==> src/rtl/ctrl_pkg.sv <==
// Shared definitions for the multicycle RV32I main controller.
// Holds the immediate-type enum, the controller state enum, opcode
// constants, datapath select encodings and the bundled control word.
package ctrl_pkg;

  localparam int unsigned OP_W = 7;

  typedef enum logic [2:0] {
    IMM    = 3'b000,
    STORE  = 3'b001,
    BRANCH = 3'b010,
    UPPER  = 3'b011,
    JUMP   = 3'b100
  } sign_extention_type;

  typedef enum logic [3:0] {
    ST_FETCH    = 4'd0,
    ST_DECODE   = 4'd1,
    ST_MEMADR   = 4'd2,
    ST_MEMREAD  = 4'd3,
    ST_MEMWB    = 4'd4,
    ST_MEMWRITE = 4'd5,
    ST_EXECR    = 4'd6,
    ST_EXECI    = 4'd7,
    ST_ALUWB    = 4'd8,
    ST_BRANCH   = 4'd9,
    ST_JAL      = 4'd10,
    ST_JALR     = 4'd11,
    ST_LUI      = 4'd12,
    ST_AUIPC    = 4'd13,
    ST_TRAP     = 4'd14
  } state_t;

  // Opcodes (instr[6:0])
  localparam logic [6:0] OPC_LOAD   = 7'b0000011;
  localparam logic [6:0] OPC_STORE  = 7'b0100011;
  localparam logic [6:0] OPC_RTYPE  = 7'b0110011;
  localparam logic [6:0] OPC_ITYPE  = 7'b0010011;
  localparam logic [6:0] OPC_BRANCH = 7'b1100011;
  localparam logic [6:0] OPC_JAL    = 7'b1101111;
  localparam logic [6:0] OPC_JALR   = 7'b1100111;
  localparam logic [6:0] OPC_LUI    = 7'b0110111;
  localparam logic [6:0] OPC_AUIPC  = 7'b0010111;

  // alu_src_a
  localparam logic [1:0] SRCA_PC    = 2'b00;
  localparam logic [1:0] SRCA_OLDPC = 2'b01;
  localparam logic [1:0] SRCA_RS1   = 2'b10;
  localparam logic [1:0] SRCA_ZERO  = 2'b11;

  // alu_src_b
  localparam logic [1:0] SRCB_RS2   = 2'b00;
  localparam logic [1:0] SRCB_IMM   = 2'b01;
  localparam logic [1:0] SRCB_FOUR  = 2'b10;

  // alu_op
  localparam logic [1:0] ALUOP_ADD   = 2'b00;
  localparam logic [1:0] ALUOP_SUB   = 2'b01;
  localparam logic [1:0] ALUOP_FUNCT = 2'b10;

  // result_src
  localparam logic [1:0] RES_ALUOUT = 2'b00;
  localparam logic [1:0] RES_MEM    = 2'b01;
  localparam logic [1:0] RES_ALU    = 2'b10;

  typedef struct packed {
    logic               mem_req;
    logic               mem_write;
    logic               adr_src;
    logic               ir_write;
    logic               pc_write;
    logic               reg_write;
    sign_extention_type imm_src;
    logic [1:0]         alu_src_a;
    logic [1:0]         alu_src_b;
    logic [1:0]         alu_op;
    logic [1:0]         result_src;
    logic               trap;
  } ctrl_out_t;

endpackage

==> src/rtl/mc_output_decode.sv <==
// Combinational control-word decode for the multicycle controller.
// Ports:
//   state     - current controller state
//   op        - instr[6:0]
//   funct3    - instr[14:12] (unused here beyond branch sense)
//   zero      - ALU zero flag, qualifies pc_write in BRANCH
//   mem_ready - memory handshake, qualifies ir_write/pc_write in FETCH
//   ctrl      - full control word for the datapath
module mc_output_decode
  import ctrl_pkg::*;
#(
  parameter int unsigned OP_W = ctrl_pkg::OP_W
) (
  input  state_t          state,
  input  logic [OP_W-1:0] op,
  input  logic [2:0]      funct3,
  input  logic            zero,
  input  logic            mem_ready,
  output ctrl_out_t       ctrl
);

  always_comb begin
    ctrl = '0;
    case (state)
      ST_FETCH: begin
        ctrl.mem_req = 1'b1;
        ctrl.adr_src = 1'b0;
        // PC+4 is only committed in the cycle the fetch completes
        if (mem_ready) begin
          ctrl.ir_write   = 1'b1;
          ctrl.pc_write   = 1'b1;
          ctrl.alu_src_a  = SRCA_PC;
          ctrl.alu_src_b  = SRCB_FOUR;
          ctrl.result_src = RES_ALU;
        end
      end
      ST_DECODE: begin
        // Speculative target into ALUOut
        ctrl.alu_src_a = SRCA_OLDPC;
        ctrl.alu_src_b = SRCB_IMM;
        ctrl.alu_op    = ALUOP_ADD;
        ctrl.imm_src   = (op == OPC_JAL) ? JUMP : BRANCH;
      end
      ST_MEMADR: begin
        ctrl.alu_src_a = SRCA_RS1;
        ctrl.alu_src_b = SRCB_IMM;
        ctrl.alu_op    = ALUOP_ADD;
        ctrl.imm_src   = (op == OPC_STORE) ? STORE : IMM;
      end
      ST_MEMREAD: begin
        ctrl.mem_req = 1'b1;
        ctrl.adr_src = 1'b1;
      end
      ST_MEMWB: begin
        ctrl.result_src = RES_MEM;
        ctrl.reg_write  = 1'b1;
      end
      ST_MEMWRITE: begin
        ctrl.mem_req   = 1'b1;
        ctrl.mem_write = 1'b1;
        ctrl.adr_src   = 1'b1;
      end
      ST_EXECR: begin
        ctrl.alu_src_a = SRCA_RS1;
        ctrl.alu_src_b = SRCB_RS2;
        ctrl.alu_op    = ALUOP_FUNCT;
      end
      ST_EXECI: begin
        ctrl.alu_src_a = SRCA_RS1;
        ctrl.alu_src_b = SRCB_IMM;
        ctrl.imm_src   = IMM;
        ctrl.alu_op    = ALUOP_FUNCT;
      end
      ST_ALUWB: begin
        ctrl.result_src = RES_ALUOUT;
        ctrl.reg_write  = 1'b1;
      end
      ST_BRANCH: begin
        ctrl.alu_src_a  = SRCA_RS1;
        ctrl.alu_src_b  = SRCB_RS2;
        ctrl.alu_op     = ALUOP_SUB;
        ctrl.result_src = RES_ALUOUT;
        // funct3[0] inverts the sense: beq takes on zero, bne on non-zero
        ctrl.pc_write   = zero ^ funct3[0];
      end
      ST_JALR: begin
        ctrl.alu_src_a = SRCA_RS1;
        ctrl.alu_src_b = SRCB_IMM;
        ctrl.imm_src   = IMM;
        ctrl.alu_op    = ALUOP_ADD;
      end
      ST_JAL: begin
        ctrl.pc_write   = 1'b1;
        ctrl.result_src = RES_ALUOUT;
        ctrl.alu_src_a  = SRCA_OLDPC;
        ctrl.alu_src_b  = SRCB_FOUR;
        ctrl.alu_op     = ALUOP_ADD;
      end
      ST_LUI: begin
        ctrl.alu_src_a = SRCA_ZERO;
        ctrl.alu_src_b = SRCB_IMM;
        ctrl.imm_src   = UPPER;
        ctrl.alu_op    = ALUOP_ADD;
      end
      ST_AUIPC: begin
        ctrl.alu_src_a = SRCA_OLDPC;
        ctrl.alu_src_b = SRCB_IMM;
        ctrl.imm_src   = UPPER;
        ctrl.alu_op    = ALUOP_ADD;
      end
      default: begin
        // ST_TRAP and any unreachable encoding
        ctrl.trap = 1'b1;
      end
    endcase
  end

endmodule

==> src/rtl/mc_control_fsm.sv <==
// Multicycle main controller for the RV32I core. Sequences fetch, decode,
// execute, memory and writeback; issues alu_op for the separate ALU decoder.
// Ports:
//   clk, rst_n        - clock, asynchronous active-low reset
//   op, funct3        - instruction fields from the instruction register
//   zero              - ALU zero flag
//   mem_ready         - memory completes the outstanding request this cycle
//   mem_req/mem_write - memory request and store qualifier
//   adr_src           - memory address select (PC / ALUOut)
//   ir_write/pc_write/reg_write - datapath write enables
//   ImmSrc            - sign extender immediate type
//   alu_src_a/alu_src_b/alu_op/result_src - datapath selects
//   trap              - sticky illegal-instruction flag
module mc_control_fsm
  import ctrl_pkg::*;
#(
  parameter int unsigned OP_W = ctrl_pkg::OP_W
) (
  input  logic            clk,
  input  logic            rst_n,
  input  logic [OP_W-1:0] op,
  input  logic [2:0]      funct3,
  input  logic            zero,
  input  logic            mem_ready,
  output logic            mem_req,
  output logic            mem_write,
  output logic            adr_src,
  output logic            ir_write,
  output logic            pc_write,
  output logic            reg_write,
  output logic [2:0]      ImmSrc,
  output logic [1:0]      alu_src_a,
  output logic [1:0]      alu_src_b,
  output logic [1:0]      alu_op,
  output logic [1:0]      result_src,
  output logic            trap
);

  state_t    state;
  state_t    state_next;
  ctrl_out_t ctrl;
  ctrl_out_t ctrl_q;

  always_ff @(posedge clk or negedge rst_n) begin
    if (!rst_n) state <= ST_FETCH;
    else        state <= state_next;
  end

  always_comb begin
    state_next = state;
    case (state)
      ST_FETCH:    if (mem_ready) state_next = ST_DECODE;
      ST_DECODE: begin
        case (op)
          OPC_LOAD, OPC_STORE: state_next = ST_MEMADR;
          OPC_RTYPE:           state_next = ST_EXECR;
          OPC_ITYPE:           state_next = ST_EXECI;
          OPC_BRANCH:          state_next = (funct3[2:1] == 2'b00) ? ST_BRANCH : ST_TRAP;
          OPC_JAL:             state_next = ST_JAL;
          OPC_JALR:            state_next = ST_JALR;
          OPC_LUI:             state_next = ST_LUI;
          OPC_AUIPC:           state_next = ST_AUIPC;
          default:             state_next = ST_TRAP;
        endcase
      end
      ST_MEMADR:   state_next = (op == OPC_STORE) ? ST_MEMWRITE : ST_MEMREAD;
      ST_MEMREAD:  if (mem_ready) state_next = ST_MEMWB;
      ST_MEMWB:    state_next = ST_FETCH;
      ST_MEMWRITE: if (mem_ready) state_next = ST_FETCH;
      ST_EXECR:    state_next = ST_ALUWB;
      ST_EXECI:    state_next = ST_ALUWB;
      ST_ALUWB:    state_next = ST_FETCH;
      ST_BRANCH:   state_next = ST_FETCH;
      ST_JALR:     state_next = ST_JAL;
      ST_JAL:      state_next = ST_ALUWB;
      ST_LUI:      state_next = ST_ALUWB;
      ST_AUIPC:    state_next = ST_ALUWB;
      default:     state_next = ST_TRAP;
    endcase
  end

  mc_output_decode #(.OP_W(OP_W)) u_output_decode (
    .state     (state),
    .op        (op),
    .funct3    (funct3),
    .zero      (zero),
    .mem_ready (mem_ready),
    .ctrl      (ctrl)
  );

  // Reset masks the control word combinationally so an in-flight store or
  // fetch handshake drops in the same cycle rst_n falls.
  always_comb begin
    ctrl_q = rst_n ? ctrl : '0;
  end

  assign mem_req    = ctrl_q.mem_req;
  assign mem_write  = ctrl_q.mem_write;
  assign adr_src    = ctrl_q.adr_src;
  assign ir_write   = ctrl_q.ir_write;
  assign pc_write   = ctrl_q.pc_write;
  assign reg_write  = ctrl_q.reg_write;
  assign ImmSrc     = ctrl_q.imm_src;
  assign alu_src_a  = ctrl_q.alu_src_a;
  assign alu_src_b  = ctrl_q.alu_src_b;
  assign alu_op     = ctrl_q.alu_op;
  assign result_src = ctrl_q.result_src;
  assign trap       = ctrl_q.trap;

endmodule

==> config.mk <==
export PLATFORM = sky130hd
export DESIGN_NAME = mc_control_fsm
export DESIGN_NICKNAME = d
export VERILOG_FILES = /design/src/rtl/ctrl_pkg.sv /design/src/rtl/mc_output_decode.sv /design/src/rtl/mc_control_fsm.sv
export SDC_FILE = /design/constraint.sdc
export NUM_CORES = 1
export LEC_CHECK = 0
export CORE_MARGIN = 4
export CORE_UTILIZATION = 43
export DETAILED_ROUTE_END_ITERATION = 12
export HOLD_SLACK_MARGIN = 0.1
export PLACE_DENSITY = 0.77
export SYNTH_ARGS = -nofsm -noshare
export SYNTH_HDL_FRONTEND = slang
export SYNTH_SLANG_ARGS = --single-unit
==> constraint.sdc <==
create_clock -name clk -period 3.6 [get_ports clk]
set_input_delay 0.36 -clock clk [delete_from_list [all_inputs] [get_ports clk]]
set_output_delay 0.36 -clock clk [all_outputs]
set_load 0.02 [all_outputs]
# After elaboration in Yosys (flattened, before gate mapping)
# Cells that the tools add are included.
# Widths: inputs -> output; s select.
[op_classes] n_eq_ne=25 muxes=24 bitwise=1 n_reduce_logical=15
[ops] cell="$pmux 4 s8" n=2
[ops] cell="$eq 4x4->1 const B" n=6
[ops] cell="$pmux 4 s6" n=1
[ops] cell="$eq 7x6->1 const B" n=3
[ops] cell="$eq 7x7->1 const B" n=3
[ops] cell="$mux 18" n=1
[ops] cell="$eq 4x3->1 const B" n=4
[ops] cell="$eq 7x5->1 const B" n=2
[ops] cell="$reduce_or 14->1" n=1
[ops] cell="$reduce_or 2->1" n=7
[ops] cell="$mux 4" n=3
[ops] cell="$mux 3" n=3
[ops] cell="$pmux 3 s3" n=1
[ops] cell="$reduce_or 3->1" n=3
[ops] cell="$eq 4x2->1 const B" n=2
[ops] cell="$pmux 2 s2" n=2
[ops] cell="$eq 7x2->1 const B" n=1
[ops] cell="$mux 1" n=7
[ops] cell="$mux 2" n=3
[ops] cell="$ne 2x2->1 const B" n=3
[ops] cell="$reduce_or 5->1" n=1
[ops] cell="$eq 4x1->1 const B" n=1
[ops] cell="$logic_not 4->1" n=1
[ops] cell="$pmux 1 s3" n=1
[ops] cell="other kinds (3)" n=3
[word_totals] register_bits=4 input_bits=14 output_inout_bits=18

# Longest topological paths before layout
# Gate-level depths: netlist of the first run.
[logic_depth] ltp_word=4 ltp_mapped=6 mapped_depth_nobuf=4

# Cells and area by module
# Synthesis of the first run repeated with hierarchy kept, for this count alone.
[hier_totals] cells_unflattened=127 area_unflattened_um2=874.6
[modules_own_cells] module="mc_control_fsm" n_inst=1 cells_per_inst=75 area_per_inst_um2=554.3 seq_area_each_um2=100.1
[modules_own_cells] module="mc_output_decode" n_inst=1 cells_per_inst=52 area_per_inst_um2=320.3 seq_area_each_um2=0.0

# Worst setup path before layout of the first run
# No wires, ideal clock.
[synth_path] kind="reg-to-output" startpoint="register state[2]" endpoint="output alu_src_b[1]" t_arrival_ns=1.560 required_ns=3.240 setup_slack_ns=1.680 path_stages_with_launch=5 cell_sequence="dfrtp_1 > buf_6 > buf_6 > clkbuf_1 > nor4b_1"
[synth_between] elab_chain_len=4 word_cells_on_any_way=15 classes_between="eq/ne (9); mux (2); reduce/logical (4)"
[synth_lines] element="from (decl)" line_no="mc_control_fsm.sv:39" source="state_t state;"
[synth_lines] element="from (signal assigned)" line_no="mc_control_fsm.sv:46" source="else state <= state_next;"
[synth_lines] element="$eq 4x4->1, or another cell as far along" line_no="mc_output_decode.sv:24" source="case (state)"
[synth_lines] element="$reduce_or 3->1 (no line) or $reduce_or 2->1 (tied branches)"
[synth_lines] element="$pmux 4 s6 (*)" line_no="mc_output_decode.sv:24"
[synth_lines] element="$mux 18 (*)" line_no="mc_control_fsm.sv:94" source="ctrl_q = rst_n ? ctrl : '0;"
[synth_lines] element="to (decl)" line_no="mc_control_fsm.sv:33" source="output logic [1:0] alu_src_b,"
# Every way passes the cells marked *; elsewhere a longest branch is shown, timed or not.

# Worst setup path after layout of the first run
[layout_path] startpoint="input op[3]" endpoint="output ImmSrc[0]"
[layout_between] elab_chain_len=4
[layout_lines] element="from (decl)" line_no="mc_control_fsm.sv:21" source="input logic [OP_W-1:0] op,"
[layout_lines] element="$eq 7x6->1" line_no="mc_output_decode.sv:48" source="ctrl.imm_src = (op == OPC_STORE) ? STORE : IMM;"
[layout_lines] element="$mux 1" line_no="mc_output_decode.sv:48"
[layout_lines] element="$pmux 3 s3" line_no="mc_output_decode.sv:24"
[layout_lines] element="$mux 18" line_no="mc_control_fsm.sv:94"
[layout_lines] element="to (decl)" line_no="mc_control_fsm.sv:31" source="output logic [2:0] ImmSrc,"
# No other way between the ends.

==> impl_metrics.toml, run 1 <==
[global_routing]
largest_net_degree_at_the_start_of_global_routing = 27
global_route.usage.total_pct = 17.0
via_count_of_the_first_global_routing_pass = 814
gr-total-overflow = 0
grt_antenna_before_repair = 0
grt_pass1_wl_mm = 3.48

[detailed_routing]
wl_per_cell_um = 13.0
wl_mm = 2.07
drt_iter0_drc = 14
first_pass_iters = 4
remaining_drc_errors = 0
via_per_inst = 5.62
antenna_left = 0
route.vias.total = 893

[cts]
cts_resized = 0
clkTransAtPathRegs_ns = 0.04
clock_latency_ns = 0.24
h-tree-depth = 1
post-cts-setup-buffers = 0
root_cell_of_the_clock_tree = "clkbuf_4"
clk_path_buf_depth = 2
cts.sink_count = 4
clock_tree_from_tritoncts = "yes"
post_cts_hold_buffers = 0
cts_made_buffers = 3

[power]
cellLeakagePower_uw = 0.000400
power_switching_uw = 329
p_int_uw = 310
power.share.clock_pct = 9.0
share_comb_of_total_power_pct = 64.9
vdd_drop_max_uv = 308
power_uw = 639
powerDensity_nw_per_um2 = 607
netSwitchingFraction_pct = 51.5
power_frac_seq_pct = 26.2

[die]
die-area_um2 = 2580
core_region_area_um2 = 1730
floorplan.io_pins = 32
die_width_um = 50.7
floorplan.initialDensity_pct = 45.5
num_rows = 15
die_y_um = 50.7

[synth]
syn_nets = 124
synth.ff_latch_count = 4
synth.area.top_cells = "dfrtp_1 (13%), buf_6 (11%), nand2_1 (5.3%)"
syn_inst = 110
netlist.top_cell.by_area = "dfrtp_1"
synth-edff-count = 0
sequential_element_share_of_the_synthesized_area_pct = 12.7
netlist_area_um2 = 786
average_cell_area_after_synthesis_um2 = 7.14
post_synth_num_cell_types = 40
async_reset_ff_share_pct = 100
synth_top_area_share_pct = 12.7
synth_warnings = 0
synth_ff_type = "dfrtp_1"

[hold_path]
hold_path_class = "input port to async pin"

[timing]
fin_setup_tns_ns = 0
final_hold_viol_count = 0
period_needed_ns = 2.67
report.final.setup_viol = 0
relSlewSlack_pct = 49.6
finalCritPeriodShare_pct = 74.3
worst_hold_slack_ns = 0.466
worst_pin_slew_ns = 0.756
fin_worst_skew_ns = 0.00658
rsz_0062_raised_after_global_routing = "false"
max_freq_ghz = 0.374
final_max_slew_viol_count = 0
setup_ws_ns = 0.926

[place]
port_bufs = 31
dp_worst_setup_slack_ns = 0.944
gpl.final_weighted_congestion = 0.812
hpwlAfterDp_mm = 1.51

[finish]
drive_gt1_share_pct = 5.22
registers_with_the_highest_flip_flop_counts = "state: 4 flops"
n_antenna_cell = 0
area_delta_synth_final_pct = 33.9
final_nets = 150
largest_register_ff_count = 4
largest_register = "state"

[setup_path]
critPathRequiredTime_ns = 3.24
r2r_cell_count = 3
critPathKind = "input port to primary output"
timing.critical_path.fanout_max = 4
critPathArrivalTime_ns = 2.31
timing.critical_path.to_type = "primary output"
setup.worst_path.start_class = "input port"

[outcome]
outcome = "complete, no violations"

[job]
maxCapViolCount = 0
==> synthesized netlist by cell type (2+ instances only) <==
cell type   n
a21oi_1     6
a21o_1      2
clkbuf_1    2
nor2_1      7
nor4_1      3
a22oi_1     2
nand2b_1    5
xor2_1      2
inv_1       2
a31oi_1     3
and3_1      5
nand2_1    11
buf_6       8
a21boi_1    5
dfrtp_1     4
o21ai_1     6
nor2b_1     5
nand3b_1    3
nor3_1      5
nand3_1     3
nor3_2      2
==> routing by layer <==
layer  vias to the layer above  track usage, %  routed length [µm]
met3                         0            2.37                  88
met1                       411            20.2                 944
met5                         -               0                   0
met2                        29            29.6                1030
li1                        453               -                   -
met4                         0            8.07                   0
==> path summary, 6_finish.rpt <==
| path | endpoint | startpoint | slack (ns) |
|---|---|---|---|
| setup / recovery | ImmSrc[0] | op[3] | 0.93 |
| hold / removal | state[2] | rst_n | 0.47 |
| setup reg to reg | state[0] | state[1] | 1.87 |
| hold reg to reg | state[0] | state[3] | 0.83 |
| max in group asynchronous | state[1] | rst_n | 2.79 |
| min in group clk | state[0] | state[3] | 0.83 |
==> kinds of logic after synthesis <==
kind of cell	share of synthesized area (%)
AO/OA/AOI/OAI	25.8
XOR/XNOR	3.34
buffers and inverters	13.4
flip-flops	12.7
multiplexers	1.27
AND/OR/NAND/NOR	43.5
==> area by class of cell <==
| class | instances | area [µm²] |
|---|---|---|
| inverters | 2 | 7.51 |
| flip-flops and latches | 4 | 100 |
| multi-input cells | 94 | 581 |
| clock buffers | 3 | 22.5 |
| repair buffers | 31 | 310 |
| fillers | 180 | 674 |
| well taps | 25 | 31.3 |
==> stage by stage <==
stage | utilization (%) | cell area, µm² | std cells
after floorplan | - | 786 | 110
after detailed placement | 59.6 | 1030 | 156
after global placement | 59.6 | 1030 | 156
after global routing | 60.9 | 1050 | 159
after CTS | 60.9 | 1050 | 159
final | 60.9 | 1050 | 159
==> critical path, stage by stage <==
cell and delay (ns):
clkdlybuf4s50_1 0.43, nand3b_1 0.22, nor3_1 0.33, nand4_1 0.15
a21boi_1 0.20, clkdlybuf4s50_1 0.63
==> power groups by stage <==
stage          sequential, µW  clock, µW  combinational [µW]
4_1_cts                   165       59.0                 418
3_5_place_dp              164          0                 415
3_3_place_gp              164          0                 410
5_1_grt                   175       66.1                 451
2_1_floorplan            73.3          0                 428
6_report                  167       57.2                 414
==> cells in the final DEF, fill, tap and decap left out, types with 3 or more instances in the layout <==
cell type,netlist,final
a21boi_1,5,5
a21oi_1,6,6
a31oi_1,3,3
and3_1,5,5
clkbuf_4,0,3
clkdlybuf4s50_1,0,31
dfrtp_1,4,4
nand2_1,11,11
nand2b_1,5,5
nand3_1,3,3
nand3b_1,3,3
nor2_1,7,7
nor2b_1,5,5
nor3_1,5,5
nor4_1,3,3
o21ai_1,6,6
No activity file was read; power rests on OpenSTA's default activity.
==> run 2: changes to the inputs <==
--- a/config.mk
+++ b/config.mk
@@ -6,10 +6,10 @@
 export NUM_CORES = 1
 export LEC_CHECK = 0
 export CORE_MARGIN = 4
-export CORE_UTILIZATION = 43
+export CORE_UTILIZATION = 38
 export DETAILED_ROUTE_END_ITERATION = 12
 export HOLD_SLACK_MARGIN = 0.1
-export PLACE_DENSITY = 0.77
+export PLACE_DENSITY = 0.72
 export SYNTH_ARGS = -nofsm -noshare
 export SYNTH_HDL_FRONTEND = slang
 export SYNTH_SLANG_ARGS = --single-unit
==> constraint.sdc (replaced) <==
create_clock -name clk -period 2.45 [get_ports clk]
set_input_delay 0.245 -clock clk [delete_from_list [all_inputs] [get_ports clk]]
set_output_delay 0.245 -clock clk [all_outputs]
set_load 0.02 [all_outputs]
==> run 2 against run 1 <==
  * Sequential cell count stayed put
  * Total power is 55% higher
  * Final area is 6.8% higher
  * Utilization is 3.7 points lower
  * Global-route usage is 2.1 points lower
==> impl_metrics.toml, run 2 (synthesis gave the netlist of run 1 again) <==
[outcome]
outcome = "complete, no violations"

[timing]
finalCritPeriodShare_pct = 92.5
fin_setup_tns_ns = 0
final_hold_viol_count = 0
period_needed_ns = 2.27
relSlewSlack_pct = 75.7
max_freq_ghz = 0.441
worst_hold_slack_ns = 0.288
worst_pin_slew_ns = 0.364
rsz_0062_raised_after_global_routing = "false"
final_max_slew_viol_count = 0
fin_worst_skew_ns = 0.00128
report.final.setup_viol = 0

[detailed_routing]
wl_mm = 2.04
first_pass_iters = 4
remaining_drc_errors = 0
drt_iter0_drc = 7
antenna_left = 0
route.vias.total = 905
via_per_inst = 5.39
wl_per_cell_um = 12.1

[global_routing]
gr-total-overflow = 0
largest_net_degree_at_the_start_of_global_routing = 20
via_count_of_the_first_global_routing_pass = 766
grt_pass1_wl_mm = 3.27
global_route.usage.total_pct = 14.9
grt_antenna_before_repair = 0

[die]
die_y_um = 53.5
die-area_um2 = 2860
floorplan.initialDensity_pct = 40.1
core_region_area_um2 = 1960
floorplan.io_pins = 32
die_width_um = 53.5
num_rows = 16

[job]
maxCapViolCount = 0

[place]
gpl.final_weighted_congestion = 0.822
port_bufs = 31
hpwlAfterDp_mm = 1.65

[power]
powerDensity_nw_per_um2 = 882
power_uw = 991
vdd_drop_max_uv = 389
cellLeakagePower_uw = 0.000447

[finish]
layout_common_cells = "clkdlybuf4s50_1 (30), nand2_1 (11), buf_4 (7)"
multiInputGateArea_um2 = 589
drive_gt1_share_pct = 13.5
layout.cells.most_common = "clkdlybuf4s50_1"
largest_register = "state"
ff_latch_area_um2 = 105
registers_with_the_highest_flip_flop_counts = "state: 4 flops"
largest_register_ff_count = 4
final_util_pct = 57.3
area_delta_synth_final_pct = 43.0
n_antenna_cell = 0
fillers = 211
final_nets = 157

[cts]
cts_made_buffers = 3
clock_latency_ns = 0.23
post-cts-setup-buffers = 0
cts.sink_count = 4
root_cell_of_the_clock_tree = "clkbuf_4"
h-tree-depth = 1
clock_tree_from_tritoncts = "yes"
clk_path_buf_depth = 2
clkTransAtPathRegs_ns = 0.04

[setup_path]
critPathKind = "register to primary output"
cp_slowest_cell = "clkdlybuf4s50_1"
cp_cell_sequence = "nor3b_1, a21oi_1, nor4b_1, clkdlybuf4s50_1"
timing.critical_path.fanout_max = 19
critical_path.top_delay_family = "buffers and inverters"
timing.critical_path.to_type = "primary output"
critPathRequiredTime_ns = 2.20
critPathArrivalTime_ns = 2.02
critical_path_buf_inv_count = 1
setup.worst_path.start_class = "register"
largest_stage_delay_worst_path_ns = 0.66

[hold_path]
hold_path_class = "input port to async pin"
## run 2: worst paths after layout
kind                           endpoint  slack (ns)     start  cells past startpoint
max in group asynchronous      state[3]        1.89     rst_n                      1
min in group clk               state[0]        0.72  state[3]                      1
setup reg to reg               state[0]        0.96  state[1]                      3
setup / recovery           alu_src_b[1]        0.18  state[3]                      4
hold reg to reg                state[0]        0.72  state[3]                      1
hold / removal                 state[0]        0.29     rst_n                      1
## run 2: through the flow
| step | instance area (µm²) | instances | setup WS (ns) |
|---|---|---|---|
| after floorplan | 786 | 110 | 0.645 |
| final | 1120 | 168 | 0.183 |
| after global routing | 1120 | 168 | 0.0270 |
| after global placement | 1080 | 165 | 0.217 |
| after CTS | 1110 | 168 | 0.0332 |
| after detailed placement | 1080 | 165 | 0.167 |
## run 2: what timing repair did
action / CTS / global route
resized for setup: 0 / 7
hold buffers: 0 / 0
setup endpoints to repair: 0 / 9
## run 2: report_power, final
group | switching, µW | internal [µW] | total [µW]
Combinational | 353 | 349 | 702
Sequential | 113 | 99.3 | 212
Clock | 22.7 | 54.5 | 77.2
Total | 489 | 503 | 991
## run 2: final cells by class
cell class,instances,area share [%]
Inverter,2,0.668
Clock buffer,3,2.00
Multi-Input combinational cell,94,52.4
Timing Repair Buffer,38,32.5
Tap cell,27,3.01
Sequential cell,4,9.35
## run 2: routing by layer
metal	up-vias	GRT usage [%]	part of all wire [%]
li1	470	-	-
met1	405	18.2	45
met2	30	28.2	50
met3	0	2.54	5.5
met4	0	0	0
met5	-	0	0
